--- src/rtl/uart_fifo_core.sv ---
// uart_fifo_core: 16-entry synchronous FIFO shared by the UART receive and
// transmit paths. The head entry is visible combinationally on data_out.
// The receive instance stores {data[7:0], break, parity_err, framing_err},
// and error_bit reports whether any valid entry has a status bit set.
module uart_fifo_core #(
   parameter int FIFO_WIDTH     = 8,
   parameter int FIFO_DEPTH     = 16,
   parameter int FIFO_POINTER_W = 4,
   parameter int FIFO_COUNTER_W = 5
) (
   input  logic                      clk,
   input  logic                      wb_rst_i,
   input  logic [FIFO_WIDTH-1:0]     data_in,
   input  logic                      push,
   input  logic                      pop,
   input  logic                      fifo_reset,
   input  logic                      reset_status,
   output logic [FIFO_WIDTH-1:0]     data_out,
   output logic [FIFO_COUNTER_W-1:0] count,
   output logic                      overrun,
   output logic                      error_bit
);

   localparam logic [FIFO_COUNTER_W-1:0] FULL_COUNT = FIFO_COUNTER_W'(FIFO_DEPTH);

   logic [FIFO_WIDTH-1:0]     storage [FIFO_DEPTH];
   logic [FIFO_POINTER_W-1:0] wr_ptr;
   logic [FIFO_POINTER_W-1:0] rd_ptr;
   logic                      full;
   logic                      empty;
   logic                      do_write;
   logic                      do_read;
   logic                      lost_push;

   assign full  = (count == FULL_COUNT);
   assign empty = (count == '0);

   // A push is accepted when there is room, or when a pop frees the head in
   // the same cycle. A push together with a pop on an empty FIFO is a plain
   // push, because there is nothing to pop.
   assign do_write  = push && !fifo_reset && (!full || pop);
   assign do_read   = pop  && !fifo_reset && !empty;
   assign lost_push = push && !pop && full && !fifo_reset;

   assign data_out = storage[rd_ptr];

   // Pointer, occupancy and overrun bookkeeping; a flush has top priority.
   // NOTE: sequential state uses non-blocking assignments, so every register
   // in the block samples the pre-edge values and the update order does not matter.
   always_ff @(posedge clk or negedge wb_rst_i) begin
      if (!wb_rst_i) begin
         wr_ptr  <= '0;
         rd_ptr  <= '0;
         count   <= '0;
         overrun <= 1'b0;
      end else if (fifo_reset) begin
         wr_ptr  <= '0;
         rd_ptr  <= '0;
         count   <= '0;
         overrun <= 1'b0;
      end else begin
         if (do_write) wr_ptr <= wr_ptr + FIFO_POINTER_W'(1);
         if (do_read)  rd_ptr <= rd_ptr + FIFO_POINTER_W'(1);
         if (do_write && !do_read)
            count <= count + FIFO_COUNTER_W'(1);
         else if (do_read && !do_write)
            count <= count - FIFO_COUNTER_W'(1);
         if (lost_push)
            overrun <= 1'b1;
         else if (reset_status)
            overrun <= 1'b0;
      end
   end

   // Entry storage. A flush leaves the contents in place; it only invalidates them.
   // NOTE: the storage array is cleared on reset so that data_out and error_bit
   // come up at known zero values. Without this, both would read uninitialised
   // storage after reset.
   always_ff @(posedge clk or negedge wb_rst_i) begin
      if (!wb_rst_i) begin
         for (int i = 0; i < FIFO_DEPTH; i++) storage[i] <= '0;
      end else if (do_write) begin
         storage[wr_ptr] <= data_in;
      end
   end

   if (FIFO_WIDTH >= 3) begin : g_err
      logic [2:0]                err_acc;
      logic [FIFO_POINTER_W-1:0] offset;

      // OR the status bits of the entries that are valid: slot i is valid
      // when its distance from the read pointer is below the occupancy.
      // NOTE: every variable gets a default before the loop, so that no
      // path leaves a variable unassigned and no latch is inferred.
      always_comb begin
         err_acc = '0;
         offset  = '0;
         for (int i = 0; i < FIFO_DEPTH; i++) begin
            offset = FIFO_POINTER_W'(i) - rd_ptr;
            if (FIFO_COUNTER_W'(offset) < count) err_acc = err_acc | storage[i][2:0];
         end
         error_bit = |err_acc;
      end
   end else begin : g_no_err
      assign error_bit = 1'b0;
   end

endmodule

--- config.mk ---
export PLATFORM = sky130hd
export DESIGN_NAME = uart_fifo_core
export DESIGN_NICKNAME = d
export VERILOG_FILES = /design/src/rtl/uart_fifo_core.sv
export SDC_FILE = /design/constraint.sdc
export NUM_CORES = 1
export LEC_CHECK = 0
export CAP_MARGIN = 0
export CORE_MARGIN = 8
export CORE_UTILIZATION = 45
export CTS_CLUSTER_DIAMETER = 80
export DETAILED_ROUTE_END_ITERATION = 16
export SLEW_MARGIN = 10
export SYNTH_ARGS = -nofsm -noshare
export SYNTH_HDL_FRONTEND = slang
export SYNTH_SLANG_ARGS = --single-unit
--- constraint.sdc ---
create_clock -name clk -period 5.07 [get_ports clk]
set_input_delay 1.014 -clock clk [delete_from_list [all_inputs] [get_ports clk]]
set_output_delay 1.014 -clock clk [all_outputs]
set_load 0.005 [all_outputs]
==> flow_summary.yaml <==
setup_path:
  slowest_stage: "clkdlybuf4s50_1"
  cp.arrival_ns: 3.75
  rr_worst_depth: 11
  cp-start-kind: "flip-flop"
  cp_num_buf_inv: 4
  crit_path_max_incr_delay_ns: 0.46
  end_kind: "primary output"
  crit_type: "flip-flop to primary output"
  r2r_setup_slack_ns: 1.95
  r2r_start: "count[4]"
  path_max_fanout: 21
  crit_chain: "buf_4 -> ha_1 -> inv_1 -> o21ai_0 -> xnor2_1 -> inv_1 -> ha_1 -> nand2b_1 -> o21ai_0 -> o221ai_1 -> a2111oi_0 -> nand4_1 -> or4_1 -> clkdlybuf4s50_1"
  crit_family: "buffers and inverters"
  cp_num_cells: 14
  r2r_end: "count[4]"
  cp_data_required_time_ns: 4.06
yosys:
  avgSynthCellArea_um2: 13.5
  yosysTopAreaCell: "dfrtp_1"
  synth_area_um2: 7820
  synthCells: 579
  seq_area_frac_synth_pct: 45.5
  yosys_register_bits: 142
  yosysWarnings: 0
  synthFlopType: "dfrtp_1"
  synth_top_area_share_pct: 45.5
  synth_enable_flop_cells: 0
  async_flop_share_pct: 100
  synth_nets: 636
  synth_cell_types: 53
  netlist_top_cells_area: "dfrtp_1 45%, mux2_2 17%, mux4_2 12%, ha_1 6.7%, mux2_1 1.7%"
finish:
  drive_gt1_share_pct: 36.3
  fin_cells: 845
  antennaDiodeCount: 0
  fillers: 1484
  syn2layout_area_growth_pct: 14.9
  nets: 664
  multi_input_area_um2: 4030
  regArea_um2: 3550
routing:
  wl_per_cell_um: 20.9
  avgViaCountPerCell: 5.67
  first_iter_violations: 268
  num_vias: 4787
  drc: 0
  firstDrtPassIters: 4
  drtAntennaViolNets: 0
  routed_wl_um: 17700
global_route:
  grt_use_total_pct: 17.1
  gr-total-overflow: 0
  grt_start_max_net_pins: 116
  grt_pass1_vias: 5187
  grt_pass1_wl_um: 28800
  antenna_found_initial: 0
sta:
  min_period_over_period_pct: 94.0
  setup_viol: 0
  slew-limit-headroom_pct: 29.8
  worst_pin_slew_ns: 1.05
  fin_tns_setup_ns: 0
  min_period_ns: 4.77
  skew_ns: 0.0100
  drv_slew: 0
  fmax_mhz: 210
  final_hold_viol_count: 0
  rsz0062_at_grt: "no"
placement:
  dp_hpwl_um: 13100
  portBuffers: 28
  placedCellCount: 813
  gp_congestion: 0.830
die:
  dieWidth_um: 148
  initial_utilization_pct: 45.7
  fp.dieH_um: 148
  core_um2: 17100
  num_rows: 48
  ioPinCount: 29
  die_area_um2: 21800
clock_tree:
  ctsLongestPathBuffers: 2
  clkLatencyLatePin_ns: 0.42
  htreeDepth: 4
  cts_resized: 0
  clk_pin_slew_ns: 0.06
  cts_buffers: 17
  cts-root-buf: "clkbuf_16"
  postCtsSetupBuffers: 0
  ctsHoldBuffers: 0
  cts_tree: "yes"
  cts.sinks: 142
min_path:
  hold_path_depth: 1
  hp-start: "storage[107]"
  hold_path_class: "flip-flop to flip-flop"
  holdPathEnd: "storage[107]"
power_and_ir_drop:
  power_density_nw_per_um2: 473
  peakVddDrop_uv: 271
  leakage_nw: 4.28
  power_mw: 4.25
job:
  cap_violations: 0
status:
  status: "completed"
## power by group
part / leakage, nW / switching (mW) / internal [mW]
clock: 0.310 / 0.456 / 0.913
sequential: 1.93 / 0.137 / 1.28
combinational: 2.05 / 0.705 / 0.764
## synthesized netlist by cell type (2+ instances only)
master      n
dfrtp_1   142
mux2_2    116
ha_1       42
mux4_2     40
inv_1      31
a21oi_1    23
nor2_1     19
clkbuf_1   15
mux2_1     12
xnor2_1    12
nand2_1     9
nor3_1      9
a21o_1      8
nand2_4     8
o21ai_0     8
buf_2       7
nand2_2     6
nand2b_1    6
xor2_1      6
o32ai_1     5
buf_1       4
nand4_2     4
nor2b_1     4
nand3_1     3
o21ai_2     3
or3_1       3
a211oi_1    2
nand4_1     2
nor2_4      2
o211a_1     2
o21a_1      2
o221ai_1    2
o22ai_1     2
## logic make-up (layout without fill, tap and decap cells)
kind of cell	after synthesis	in the layout	synth area share (%)
compound gates	66	66	5.71
xor+xnor	18	18	2.02
fa+ha+maj	43	43	6.98
buf+inv	58	99	2.99
flops	142	142	45.5
mux	169	169	30.1
simple gates	83	83	6.71
## flip-flops by register name (all words and copies together) (netlist names)
register	flops
overrun	1
storage	128
rd_ptr	4
count	5
wr_ptr	4
## per-layer routing
layer,track usage [%],vias to the layer above,part of all wire (%)
li1,-,2199,-
met1,21.6,2510,45
met2,29.3,57,52
met3,3.18,21,2.2
met4,5.41,0,1.6
met5,0,-,0
## worst max path at each step
stage / startpoint / end / slack (ns)
global placement: rd_ptr[1] / error_bit / 0.88
detailed placement: rd_ptr[1] / error_bit / 0.76
global route: rd_ptr[1] / error_bit / 0.03
finish: rd_ptr[1] / error_bit / 0.30
floorplan: rd_ptr[1] / error_bit / 1.08
CTS: rd_ptr[1] / error_bit / 0.31
## metrics by stage
stage / utilization, % / instance area [µm²] / setup slack, ns / hold slack [ns]
final: 52.5 / 8980 / 0.303 / 0.487
after global routing: 52.5 / 8980 / 0.0299 / 0.509
after CTS: 52.5 / 8980 / 0.306 / 0.494
after detailed placement: 48.6 / 8320 / 0.757 / 0.480
after global placement: 48.6 / 8320 / 0.878 / 0.470
after floorplan: - / 7820 / 1.08 / 0.459
## cells in the final DEF, fill, tap and decap left out, drive strengths merged, types with 3 or more instances in the layout
master and instances:
inv 31, a211oi 3, nand2 23, nor2 21, dfrtp 142, bufinv 5, xor2 6, clkinvlp 3
xnor2 12, nor2b 4, o32ai 5, buf 9, mux4 40, nand3 3, o21ai 12, nand2b 6
ha 42, clkbuf 23, a21o 8, nor3 9, clkdlybuf4s50 27, nand4 6, or3 3, a21oi 23
mux2 128
## area by class of cell
cell class	instances	area share, %
Tap cell	225	3.13
Sequential cell	142	39.6
Multi-Input combinational cell	379	44.9
Clock buffer	23	5.32
Inverter	31	1.30
Timing Repair Buffer	36	3.80
Clock inverter	9	2.02
(Power assumes the default switching activity.)
